**config.mk**
```make
export PLATFORM = sky130hd
export DESIGN_NAME = fight_referee
export DESIGN_NICKNAME = d
export VERILOG_FILES = /design/src/rtl/fight_referee.sv
export SDC_FILE = /design/constraint.sdc
export NUM_CORES = 1
export LEC_CHECK = 0
export ABC_AREA = 1
export ABC_CLOCK_PERIOD_IN_PS = 4100
export CORE_ASPECT_RATIO = 0.75
export CORE_MARGIN = 1.5
export CORE_UTILIZATION = 50
export CTS_CLUSTER_SIZE = 16
export DETAILED_ROUTE_END_ITERATION = 8
export PLACE_DENSITY = 0.81
export SETUP_SLACK_MARGIN = 0.15
export SLEW_MARGIN = 10
export SYNTH_ARGS = -nofsm -noshare
export SYNTH_HDL_FRONTEND = slang
export SYNTH_SLANG_ARGS = --single-unit
```
**constraint.sdc**
```tcl
create_clock -name clk -period 4.1 [get_ports clk]
set_input_delay 0.82 -clock clk [delete_from_list [all_inputs] [get_ports clk]]
set_output_delay 0.82 -clock clk [all_outputs]
set_load 0.02 [all_outputs]
```
**src/rtl/fight_referee.sv**
```systemverilog
// Match referee for a two-player fighting game: sequences rounds, gates player
// commands into single-cycle issue windows and tallies round wins.
module fight_referee #(
  parameter int ROUND_TICKS   = 30,
  parameter int WINS_TO_MATCH = 2,
  parameter int MAX_ROUNDS    = 5
) (
  input  logic       clk,
  input  logic       rst_n,
  input  logic       start,
  input  logic       tick,
  input  logic [5:0] left_cmd,
  input  logic [5:0] right_cmd,
  input  logic [2:0] left_health,
  input  logic [2:0] right_health,
  output logic       players_rst_n,
  output logic [5:0] left_cmd_out,
  output logic [5:0] right_cmd_out,
  output logic [2:0] state,
  output logic [5:0] round_timer,
  output logic [2:0] round_num,
  output logic [1:0] left_wins,
  output logic [1:0] right_wins,
  output logic [1:0] winner
);

  localparam logic [2:0] IDLE       = 3'd0;
  localparam logic [2:0] PRST       = 3'd1;
  localparam logic [2:0] FIGHT      = 3'd2;
  localparam logic [2:0] ISSUE      = 3'd3;
  localparam logic [2:0] SETTLE     = 3'd4;
  localparam logic [2:0] CHECK      = 3'd5;
  localparam logic [2:0] ROUND_END  = 3'd6;
  localparam logic [2:0] MATCH_OVER = 3'd7;

  localparam logic [5:0] TICKS_INIT = 6'(ROUND_TICKS);
  localparam logic [1:0] WINS_GOAL  = 2'(WINS_TO_MATCH);
  localparam logic [2:0] ROUND_MAX  = 3'(MAX_ROUNDS);

  // Round result encoding matches the winner output: 01 left, 10 right, 11 draw.
  localparam logic [1:0] RES_LEFT  = 2'b01;
  localparam logic [1:0] RES_RIGHT = 2'b10;
  localparam logic [1:0] RES_DRAW  = 2'b11;

  logic [5:0] left_reg, right_reg;
  logic       prst_cnt, settle_cnt;
  logic [1:0] round_result;
  logic [1:0] left_wins_next, right_wins_next, winner_next;
  logic       left_ko, right_ko, match_done;

  function automatic logic [5:0] sanitise(input logic [5:0] c);
    logic one_hot;
    one_hot = (c != 6'd0) && ((c & (c - 6'd1)) == 6'd0);
    return one_hot ? c : 6'd0;
  endfunction

  // Health 7 is how a player block shows an underflowed (below zero) health.
  assign left_ko  = (left_health == 3'd0) || (left_health == 3'd7);
  assign right_ko = (right_health == 3'd0) || (right_health == 3'd7);

  assign players_rst_n = (state != IDLE) && (state != PRST);
  assign left_cmd_out  = (state == ISSUE) ? left_reg : 6'd0;
  assign right_cmd_out = (state == ISSUE) ? right_reg : 6'd0;

  always_comb begin
    left_wins_next  = left_wins;
    right_wins_next = right_wins;
    if (round_result == RES_LEFT && left_wins != 2'd3)
      left_wins_next = left_wins + 2'd1;
    if (round_result == RES_RIGHT && right_wins != 2'd3)
      right_wins_next = right_wins + 2'd1;
    match_done = (left_wins_next == WINS_GOAL) || (right_wins_next == WINS_GOAL) ||
                 (round_num == ROUND_MAX);
    if (left_wins_next > right_wins_next)
      winner_next = RES_LEFT;
    else if (right_wins_next > left_wins_next)
      winner_next = RES_RIGHT;
    else
      winner_next = RES_DRAW;
  end

  always_ff @(posedge clk or negedge rst_n) begin
    if (!rst_n) begin
      state        <= IDLE;
      left_reg     <= 6'd0;
      right_reg    <= 6'd0;
      prst_cnt     <= 1'b0;
      settle_cnt   <= 1'b0;
      round_result <= 2'b00;
      round_timer  <= 6'd0;
      round_num    <= 3'd0;
      left_wins    <= 2'd0;
      right_wins   <= 2'd0;
      winner       <= 2'b00;
    end else begin
      case (state)
        IDLE, MATCH_OVER: begin
          if (start) begin
            left_wins  <= 2'd0;
            right_wins <= 2'd0;
            winner     <= 2'b00;
            round_num  <= 3'd1;
            prst_cnt   <= 1'b0;
            state      <= PRST;
          end
        end
        PRST: begin
          round_timer <= TICKS_INIT;
          prst_cnt    <= ~prst_cnt;
          if (prst_cnt) state <= FIGHT;
        end
        FIGHT: begin
          if (tick) begin
            left_reg    <= sanitise(left_cmd);
            right_reg   <= sanitise(right_cmd);
            round_timer <= (round_timer == 6'd0) ? 6'd0 : round_timer - 6'd1;
            state       <= ISSUE;
          end
        end
        ISSUE: begin
          settle_cnt <= 1'b0;
          state      <= SETTLE;
        end
        SETTLE: begin
          settle_cnt <= ~settle_cnt;
          if (settle_cnt) state <= CHECK;
        end
        CHECK: begin
          if (left_ko || right_ko || round_timer == 6'd0) begin
            if (left_ko && right_ko)
              round_result <= RES_DRAW;
            else if (right_ko)
              round_result <= RES_LEFT;
            else if (left_ko)
              round_result <= RES_RIGHT;
            else if (left_health > right_health)
              round_result <= RES_LEFT;
            else if (right_health > left_health)
              round_result <= RES_RIGHT;
            else
              round_result <= RES_DRAW;
            state <= ROUND_END;
          end else begin
            state <= FIGHT;
          end
        end
        ROUND_END: begin
          left_wins  <= left_wins_next;
          right_wins <= right_wins_next;
          if (match_done) begin
            winner <= winner_next;
            state  <= MATCH_OVER;
          end else begin
            round_num <= round_num + 3'd1;
            prst_cnt  <= 1'b0;
            state     <= PRST;
          end
        end
        default: state <= IDLE;
      endcase
    end
  end

endmodule

```
==> impl_metrics.tcl <==
set metrics [dict create \
    ctsResizeCount 0 \
    endpoint_kind "primary output" \
    synth_seq_cells 34 \
    h-tree-depth 2 \
    netlist_instances 294 \
    pre_cts_ws_ns 1.45 \
    hold_end "prst_cnt" \
    drt_drc_violations_left 0 \
    grt_usage 0.218 \
    holdCritPathClass "reg -> reg" \
    hold_start "prst_cnt" \
    die_w_um 78.8 \
    p_per_area_nw_per_um2 577 \
    gp_congestion 0.837 \
    leakagePower_nw 1.36 \
    first_pass_iters 4 \
    start_util 0.525 \
    max_stage_delay_ns 0.64 \
    ys_warn_count 0 \
    dp_hpwl_mm 3.59 \
    fin_skew_ns 0.00482 \
    core_area_um2 4100 \
    cts_tree "done" \
    syn-mean-instance-area_um2 7.33 \
    grt_pass1_vias 1795 \
    post-route-period-util 0.721 \
    r2r_start "right_wins[0]" \
    worst_pin_slew_ns 0.538 \
    max_cap_viol_count 0 \
    reg2reg_slack_ns 2.34 \
    die_y_um 59.9 \
    worst-setup-path-type "reg -> out" \
    ir_drop_mv 0.371 \
    status "finished clean" \
    hold_depth 2 \
    wl_per_cell_um 11.6 \
    crit_arrival_ns 2.14 \
    n_antenna_cell 0 \
    min_period_ns 2.96 \
    final_hold_viol_count 0 \
    r2r_end "winner[0]" \
    cts_setup_buffers 0 \
    cts_buffer_depth 2 \
    yosysSeqAreaShare 0.395 \
    fmax_mhz 338 \
    pin_count 53 \
    portBuffers 52 \
    cts.clk_slew.worst_paths_ns 0.07 \
    max_slew_margin 0.640 \
    start_kind "register" \
    setup_viol 0 \
    setup_slack_ns 1.14 \
    nNetsFinal 383 \
    numClockSinks 34 \
    die_area_um2 4720 \
    path_cells "inv_2 -> nand3_1 -> nor2_1 -> clkdlybuf4s50_1" \
    cp_max_fo 13 \
    clk_latency_ns 0.29 \
    drive_gt1_frac 0.0969 \
    grt_pass1_wl_mm 7.91 \
    drt-total-wl_mm 4.71 \
    cp_slowest_cell "clkdlybuf4s50_1" \
    cts_buffers 5 \
    syn_nets 327 \
    grt_setup_unrepaired "no" \
    drt.antenna.violating_nets 0 \
    tns_ns 0 \
    overflow 0 \
    grt_max_degree 35 \
    antenna_found_initial 0 \
    hold_buffers 0 \
    n_fill_cell 339 \
    maxSlewViolCount 0 \
    synth_cell_types 30 \
    syn_area_um2 2160 \
    routed-via-count 2053 \
    drtIter0Drc 78 \
    multi_input_area_um2 1090 \
    root_buffer "clkbuf_8" \
    r2r_cells 11 \
    syn2layout_area_growth_pct 30.6 \
    fp-row-count 20 \
    regArea_um2 851 \
    via_per_inst 5.06 \
    worstPathRequired_ns 3.28 \
]
## cells by family (layout without fill, tap and decap cells)
group	count (synthesis)	after routing	share of synthesized area
AO/OA/AOI/OAI	47	47	0.128
XOR/XNOR	1	1	0.00406
adder cells (fa/ha/maj)	11	11	0.0638
buffers and inverters	53	110	0.0998
flip-flops	34	34	0.395
AND/OR/NAND/NOR	148	148	0.310
## how the worst max path moves through the flow
stage | start | endpoint | slack [ns] | cells past startpoint
3_3_place_gp | state[2] | right_cmd_out[2] | 1.56 | 4
5_1_grt | state[2] | right_cmd_out[0] | 0.97 | 4
4_1_cts | state[2] | left_cmd_out[3] | 1.11 | 4
2_1_floorplan | state[2] | left_cmd_out[0] | 2.02 | 4
3_5_place_dp | state[2] | left_cmd_out[3] | 1.45 | 4
6_report | state[2] | left_cmd_out[3] | 1.14 | 4
## critical path, delay by kind of cell (launching register included)
family,cells,cell delay [ns]
flip-flops,1,0.46
AND/OR/NAND/NOR,2,0.63
buffers and inverters,2,0.77
## synthesized netlist by cell type, drive strengths merged
master  count  area [µm²]
clkbuf      1        3.75
nor3        3        26.3
nor2       28         108
nand3      19         115
nand2      90         368
a211oi      1        7.51
o22ai      14        87.6
buf         3        27.5
nand4       5        31.3
dfrtp      34         851
ha         11         138
o211ai      1        12.5
xnor2       1        8.76
nand3b      1        7.51
inv        49         184
o21ai      18        90.1
or2         2        12.5
o311ai      1        8.76
a31oi       2        12.5
a21oi       9        48.8
o21bai      1        7.51
## cells in the final DEF (no fill, tap or decap), types with 4 or more instances in the layout
master	count
nand4_1	5
inv_1	42
o21ai_0	16
o22ai_1	14
a21oi_1	8
ha_1	11
clkdlybuf4s50_1	52
nand2_1	82
nand3_1	15
nand3_2	4
clkbuf_8	6
nand2_2	6
dfrtp_1	34
nor2_1	27
inv_2	7
## area by class of cell
type / count / share of cell area
sequential: 34 / 0.302
tap: 55 / 0.0244
clock buffer: 6 / 0.0293
multi-input combinational: 207 / 0.387
clock inverter: 2 / 0.00444
timing repair buffer: 53 / 0.187
inverter: 49 / 0.0653
## power by group
| part | internal [mW] | switching, mW | leakage (nW) | total (mW) |
|---|---|---|---|---|
| Clock | 0.135 | 0.129 | 0.0472 | 0.264 |
| Sequential | 0.456 | 0.0886 | 0.435 | 0.545 |
| Combinational | 0.325 | 0.491 | 0.877 | 0.816 |
| Total | 0.916 | 0.708 | 1.36 | 1.62 |
## routing by layer
metal | track usage | share of wire | up-vias
met3 | 0.0702 | 0.046 | 6
li1 | - | - | 1067
met2 | 0.309 | 0.41 | 51
met1 | 0.317 | 0.53 | 929
met4 | 0.0627 | 0.0081 | 0
met5 | 0 | 0 | -
## per-stage QoR
step                hold slack [ns]  instance area [µm²]  cells  utilization  power [mW]
finish                        0.484                 2820    406        0.686        1.62
detailed placement            0.470                 2720    398        0.663        1.36
CTS                           0.486                 2820    406        0.686        1.63
global placement              0.456                 2720    398        0.663        1.33
floorplan                     0.442                 2160    294            -        1.08
global route                  0.518                 2820    406        0.686        1.77
(Power assumes the default switching activity.)
